$ cat src/rtl/flag_branch_unit.sv
// -----------------------------------------------------------------------------
// flag_branch_unit
//
// Holds the architectural Z/N/V condition flags and the EX/MEM pipeline
// register. It also resolves the branch condition for the instruction in ID.
// The flag values that the EX instruction is about to write are forwarded
// straight into the branch comparator. A flag-setting instruction in EX can
// therefore be followed immediately by a dependent branch in ID, with no
// stall cycle.
//
// Ports
//   clk, rst           clock, synchronous active-high reset
//   ex_valid           EX stage holds a real instruction
//   Opcode[3:0]        EX-stage opcode
//   ALU_Out[15:0]      ALU result (passed through unmodified to MEM)
//   Ovfl, Neg, Zero    raw ALU flags
//   Flag_Write         ALU requests a flag update
//   stall              hold the EX/MEM stage
//   flush              squash the EX instruction
//   br_valid           ID stage holds B or BR
//   br_ccc[2:0]        branch condition code
//   Z_q, N_q, V_q      architectural flags
//   br_taken           branch condition satisfied (combinational)
//   mem_valid          EX/MEM register valid
//   mem_opcode[3:0]    EX/MEM opcode
//   mem_result[15:0]   EX/MEM ALU result
// -----------------------------------------------------------------------------
module flag_branch_unit (
  input  logic        clk,
  input  logic        rst,
  input  logic        ex_valid,
  input  logic [3:0]  Opcode,
  input  logic [15:0] ALU_Out,
  input  logic        Ovfl,
  input  logic        Neg,
  input  logic        Zero,
  input  logic        Flag_Write,
  input  logic        stall,
  input  logic        flush,
  input  logic        br_valid,
  input  logic [2:0]  br_ccc,
  output logic        Z_q,
  output logic        N_q,
  output logic        V_q,
  output logic        br_taken,
  output logic        mem_valid,
  output logic [3:0]  mem_opcode,
  output logic [15:0] mem_result
);

  localparam logic [3:0] OP_ADD = 4'h0;
  localparam logic [3:0] OP_SUB = 4'h1;
  localparam logic [3:0] OP_XOR = 4'h2;
  localparam logic [3:0] OP_SLL = 4'h4;
  localparam logic [3:0] OP_SRA = 4'h5;
  localparam logic [3:0] OP_ROR = 4'h6;

  localparam logic [2:0] CC_NE = 3'b000;
  localparam logic [2:0] CC_EQ = 3'b001;
  localparam logic [2:0] CC_GT = 3'b010;
  localparam logic [2:0] CC_LT = 3'b011;
  localparam logic [2:0] CC_GE = 3'b100;
  localparam logic [2:0] CC_LE = 3'b101;
  localparam logic [2:0] CC_OV = 3'b110;
  localparam logic [2:0] CC_UN = 3'b111;

  logic        ex_commit;
  logic        Z_d;
  logic        N_d;
  logic        V_d;
  logic        mem_valid_q;
  logic        mem_valid_d;
  logic [3:0]  mem_opcode_q;
  logic [3:0]  mem_opcode_d;
  logic [15:0] mem_result_q;
  logic [15:0] mem_result_d;

  assign ex_commit = ex_valid & ~stall & ~flush;

  // Next flag values. These are also the effective flags seen by the branch
  // comparator, which gives EX->ID forwarding for free.
  always_comb begin
    Z_d = Z_q;
    N_d = N_q;
    V_d = V_q;
    if (ex_commit && Flag_Write) begin
      case (Opcode)
        OP_ADD, OP_SUB: begin
          Z_d = Zero;
          N_d = Neg;
          V_d = Ovfl;
        end
        OP_XOR, OP_SLL, OP_SRA, OP_ROR: begin
          Z_d = Zero;
        end
        default: ;
      endcase
    end
  end

  always_comb begin
    br_taken = 1'b0;
    if (br_valid) begin
      case (br_ccc)
        CC_NE:   br_taken = ~Z_d;
        CC_EQ:   br_taken = Z_d;
        CC_GT:   br_taken = ~Z_d & ~N_d;
        CC_LT:   br_taken = N_d;
        CC_GE:   br_taken = Z_d | ~N_d;
        CC_LE:   br_taken = N_d | Z_d;
        CC_OV:   br_taken = V_d;
        CC_UN:   br_taken = 1'b1;
        default: br_taken = 1'b0;
      endcase
    end
  end

  // EX/MEM register: flush beats stall, stall beats load.
  always_comb begin
    mem_valid_d  = mem_valid_q;
    mem_opcode_d = mem_opcode_q;
    mem_result_d = mem_result_q;
    if (flush) begin
      mem_valid_d  = 1'b0;
      mem_opcode_d = 4'h0;
      mem_result_d = 16'h0000;
    end else if (!stall) begin
      mem_valid_d  = ex_valid;
      mem_opcode_d = Opcode;
      mem_result_d = ALU_Out;
    end
  end

  always_ff @(posedge clk) begin
    if (rst) begin
      Z_q          <= 1'b0;
      N_q          <= 1'b0;
      V_q          <= 1'b0;
      mem_valid_q  <= 1'b0;
      mem_opcode_q <= 4'h0;
      mem_result_q <= 16'h0000;
    end else begin
      Z_q          <= Z_d;
      N_q          <= N_d;
      V_q          <= V_d;
      mem_valid_q  <= mem_valid_d;
      mem_opcode_q <= mem_opcode_d;
      mem_result_q <= mem_result_d;
    end
  end

  assign mem_valid  = mem_valid_q;
  assign mem_opcode = mem_opcode_q;
  assign mem_result = mem_result_q;

endmodule
$ cat config.mk
export PLATFORM = sky130hd
export DESIGN_NAME = flag_branch_unit
export DESIGN_NICKNAME = d
export VERILOG_FILES = /design/src/rtl/flag_branch_unit.sv
export SDC_FILE = /design/constraint.sdc
export NUM_CORES = 1
export LEC_CHECK = 0
export CAP_MARGIN = 20
export CORE_UTILIZATION = 37
export DETAILED_ROUTE_END_ITERATION = 10
export GPL_ROUTABILITY_DRIVEN = 0
export GPL_TIMING_DRIVEN = 1
export PLACE_DENSITY = 0.86
export SYNTH_ARGS = -nofsm -noshare
export SYNTH_HDL_FRONTEND = slang
export SYNTH_SLANG_ARGS = --single-unit
export TNS_END_PERCENT = 100
$ cat constraint.sdc
create_clock -name clk -period 2.15 [get_ports clk]
set_input_delay 0.3225 -clock clk [delete_from_list [all_inputs] [get_ports clk]]
set_output_delay 0.3225 -clock clk [all_outputs]
set_load 0.005 [all_outputs]
# After elaboration in Yosys (flattened, before gate mapping)

Index checks and enable logic that the tools add are counted.

Register bits: 24
Latch bits: 0
RAM bits: 0
ROM bits: 0
Input port bits: 33
Output and inout port bits: 25
Memories kept: 0

Add/sub/neg operators: 0
Multipliers: 0
Divide/modulo/power cells: 0
$lt $le $gt $ge: 0
Eq/ne operators: 12
Shifts and indexed selects: 0
Multiplexer cells: 8
Bitwise logic cells: 9
Reduce and logical (&&, ||, !) cells: 6

Operators with widths:

| operator                                                        | number |
|---|---|
| 3-bit == test, second input constant                            | 4 |
| 4-bit by 3-bit == test with 1-bit output, second input constant | 3 |
| 1-bit case mux with 8 select lines                              | 1 |
| 1-bit 2-to-1 mux                                                | 7 |
| 3-bit by 2-bit == test with 1-bit output, second input constant | 2 |
| 6-bit OR reduction                                              | 1 |
| 4-bit by 1-bit == test with 1-bit output, second input constant | 1 |
| 4-bit by 2-bit == test with 1-bit output, second input constant | 1 |
| 4-bit zero test                                                 | 1 |
| 1-bit inverter                                                  | 4 |
| 2-bit OR reduction                                              | 2 |
| 1-bit AND                                                       | 3 |
| 3-bit by 1-bit == test with 1-bit output, second input constant | 1 |
| 3-bit zero test                                                 | 1 |
| 1-bit OR                                                        | 2 |
| 1-bit logical AND                                               | 1 |

# Logic depth before layout (Yosys ltp)

Depth in word-level cells: 9
Depth in mapped cells: 6
Mapped depth without buffers: 5

# Least setup slack after synthesis

No wires, ideal clock.

Path type: input to output
Start point: input stall
End point: output br_taken
Arrival time: 1,478 ps
Slack: 349 ps
Stages on the path: 6
Path buffers: 1
Path through: buf_6 -> nor3b_4 -> nand2_1 -> mux2i_4 -> o2111a_1 -> o31ai_1

Longest elaborated chain between the ends: 9
Elaborated cells on any way between the ends: 14
Those cells by class: 5 x mux; 8 x bitwise; 1 x reduce/logical

RTL lines:

| what                                     | RTL line      | RTL |
|---|---|---|
| start: declaration                       | 38            | `input logic stall,` |
| 1-bit inverter (*)                       | 78            | `assign ex_commit = ex_valid & ~stall & ~flush;` |
| 1-bit AND (*) (2 in series)              | 78            |  |
| 1-bit logical AND (*)                    | 86            | `if (ex_commit && Flag_Write) begin` |
| 1-bit 2-to-1 mux                         | 86            |  |
| 1-bit inverter, on equally long branches | 107, 109, 105 |  |
| 1-bit OR or 1-bit AND (tied branches)    | 109, 107      |  |
| 1-bit case mux with 8 select lines (*)   | 104           | `case (br_ccc)` |
| 1-bit 2-to-1 mux (*)                     | 103           | `if (br_valid) begin` |
| end: declaration                         | 45            | `output logic br_taken,` |

Mark *: on every way between the ends. The rest lies on a longest branch, timed or not.

# Worst setup path after layout

Start point: input Flag_Write
End point: output br_taken

Longest elaborated chain between the ends: 6
Elaborated cells on any way between the ends: 11
Those cells by class: 5 x mux; 5 x bitwise; 1 x reduce/logical

RTL lines:

| what                                     | RTL line      | RTL |
|---|---|---|
| start: declaration                       | 37            | `input logic Flag_Write,` |
| 1-bit logical AND (*)                    | 86            |  |
| 1-bit 2-to-1 mux                         | 86            |  |
| 1-bit inverter, on equally long branches | 107, 109, 105 |  |
| 1-bit OR or 1-bit AND (tied branches)    | 109, 107      |  |
| 1-bit case mux with 8 select lines (*)   | 104           |  |
| 1-bit 2-to-1 mux (*)                     | 103           |  |

Marked as above.

==> results_dict.tcl <==
set metrics [dict create \
    status "finished clean" \
    num_vias 975 \
    drv_cap 0 \
    required_ns 1.83 \
    rsz0062_at_grt "false" \
    cts_tree "done" \
    synth_nets 130 \
    cts.sinks 24 \
    final_cell_mix "clkdlybuf4s50_1 (48), dfxtp_1 (24), nor2_1 (23)" \
    synthDistinctLibCells 24 \
    antenna_cells 0 \
    cp.arrival_ns 1.80 \
    die_x_um 54.5 \
    path_max_fanout 4 \
    die_y_um 54.5 \
    clock_latency_ns 0.31 \
    hold_viol 0 \
    power.total_mw 0.873 \
    fin_crit_ns 2.12 \
    layout-drive-gt1-share 0.201 \
    area_delta_synth_final_pct 70.4 \
    utilization 0.682 \
    p_leak_nw 0.734 \
    drtIter0Drc 7 \
    cts_max_path_buffers 2 \
    cts_root_buffer "clkbuf_4" \
    worstHoldPathType "in2reg" \
    synth_area_per_cell_um2 10.5 \
    grt_usage 0.210 \
    post_drt_wl_per_cell_um 15.0 \
    first_global_vias 968 \
    slew_headroom 0.722 \
    path_buf_inv 2 \
    grt_antenna_before_repair 0 \
    dieArea_um2 2970 \
    max_stage_delay_ns 0.25 \
    ys_seq_elements 24 \
    synthCells 97 \
    final.period_utilization 0.986 \
    finClkSkew_ns 0 \
    overflow 0 \
    endpoint_kind "output port" \
    core_area_um2 2540 \
    powerDensity_nw_per_um2 503 \
    cts_buffers 3 \
    finalSetupViolations 0 \
    path_cells "dlygate4sd2_1 > nor4b_4 > nand2_2 > mux2i_4 > o2111a_1 > o31ai_2 > buf_2" \
    num_rows 18 \
    nets 198 \
    drc_errors 0 \
    slew_viol_final 0 \
    clk_pin_slew_worst_paths_ns 0.13 \
    mostFrequentLayoutCell "clkdlybuf4s50_1" \
    grt_pass1_wl_um 4310 \
    hpwl_um 2150 \
    cp_top_family "compound AO/OA/AOI/OAI gates" \
    io_buffers 57 \
    tightest_slew_ns 0.417 \
    grt_start_max_net_pins 22 \
    start_util 0.400 \
    viasPerCell 5.03 \
    ir_drop_uv 333 \
    fmax_mhz 472 \
    firstDrtPassIters 4 \
    syn-cell-area_um2 1020 \
    nFillCells 221 \
    path_class "in2out" \
    startpoint_type "primary input" \
    slowest_stage "dlygate4sd2_1" \
    ys_seq_area_frac 0.472 \
    yosysWarnings 0 \
    h-tree-depth 1 \
    ant_nets 0 \
    io_pins 58 \
    postCtsHoldBufs 0 \
    routed_wl_um 2910 \
]
[flip-flops by register name, summed over array words and instances, names as in the netlist]
signal	flops
Z_q	1
V_q	1
N_q	1
mem_opcode	4
mem_result	16
mem_valid	1
[routing by layer]
| metal | GRT usage | wire length [um] | vias up | share of wire |
|---|---|---|---|---|
| met4 | 0.0812 | 27 | 0 | 0.0093 |
| met3 | 0.0528 | 229 | 4 | 0.079 |
| met5 | 0 | 0 | - | 0 |
| li1 | - | - | 468 | - |
| met2 | 0.413 | 1550 | 45 | 0.53 |
| met1 | 0.206 | 1100 | 458 | 0.38 |
[power breakdown]
part           switching [mW]  internal, mW  total, mW
clock network           0.131         0.103      0.234
logic                  0.0652         0.109      0.174
registers             0.00677         0.458      0.465
total                   0.203         0.670      0.873
[kinds of logic after synthesis]
| kind of cell | after synthesis | share of synthesized area |
|---|---|---|
| buf+inv | 8 | 0.0393 |
| mux | 24 | 0.249 |
| simple gates | 34 | 0.173 |
| compound gates | 7 | 0.0663 |
| flops | 24 | 0.472 |
[area by class of cell]
cell class | instances | area [um2] | area share
multi-input combinational | 65 | 538 | 0.310
inverter | 3 | 11.3 | 0.00649
clock buffer | 4 | 36.3 | 0.0209
tap | 30 | 37.5 | 0.0216
sequential | 24 | 480 | 0.277
timing repair buffer | 68 | 632 | 0.364
[path summary, 6_finish.rpt]
check                             startpoint  cells after the start                         end  slack, ns
setup / recovery                  Flag_Write                      7                    br_taken       0.03
hold / removal                      ex_valid                      3      mem_valid$_SDFFE_PP0N_       0.26
setup reg to reg              N_q$_SDFF_PP0_                      3              N_q$_SDFF_PP0_       1.28
hold reg to reg   mem_result[0]$_SDFFE_PP0N_                      2  mem_result[0]$_SDFFE_PP0N_       0.51
[cell usage after synthesis]
cell type,instances,area share
dfxtp_1,24,0.47
nor2_1,23,0.085
mux2i_1,22,0.22
inv_1,3,0.011
nand2_1,3,0.011
buf_2,2,0.0098
clkbuf_1,2,0.0074
nand3_1,2,0.0098
a21bo_2,1,0.0098
a21oi_1,1,0.0049
a22o_1,1,0.0086
and3_1,1,0.0061
buf_6,1,0.011
mux2_2,1,0.011
mux2i_4,1,0.022
nand4b_1,1,0.0086
nor3_1,1,0.0049
nor3b_4,1,0.018
nor4b_4,1,0.023
o2111a_1,1,0.011
o221ai_1,1,0.0086
o311ai_2,1,0.016
o31ai_1,1,0.0074
or2_2,1,0.0061
[worst register-to-register path, stage by stage, from the launching register on]
cell     delay (ns)
dfxtp_1        0.38
mux2i_4        0.23
buf_6          0.15
nor2_1         0.03
[what timing repair did]
action	CTS	global route
buffers inserted	4	0
pin swaps	7	6
setup endpoints to repair	1	1
gates resized for setup	26	10
[per-stage QoR]
step | std cells | setup TNS (ns) | cell area (um2) | hold slack, ns | setup WS, ns
6_report | 194 | 0 | 1740 | 0.260 | 0.0307
5_1_grt | 194 | 0 | 1740 | 0.276 | 0.00165
4_1_cts | 194 | 0 | 1750 | 0.377 | 0.00865
3_5_place_dp | 186 | -0.700 | 1650 | 0.489 | -0.700
3_3_place_gp | 186 | -0.610 | 1650 | 0.472 | -0.610
2_1_floorplan | 97 | 0 | 1020 | 0.392 | 0.349
Note: power is estimated with default switching activity, not from simulation.
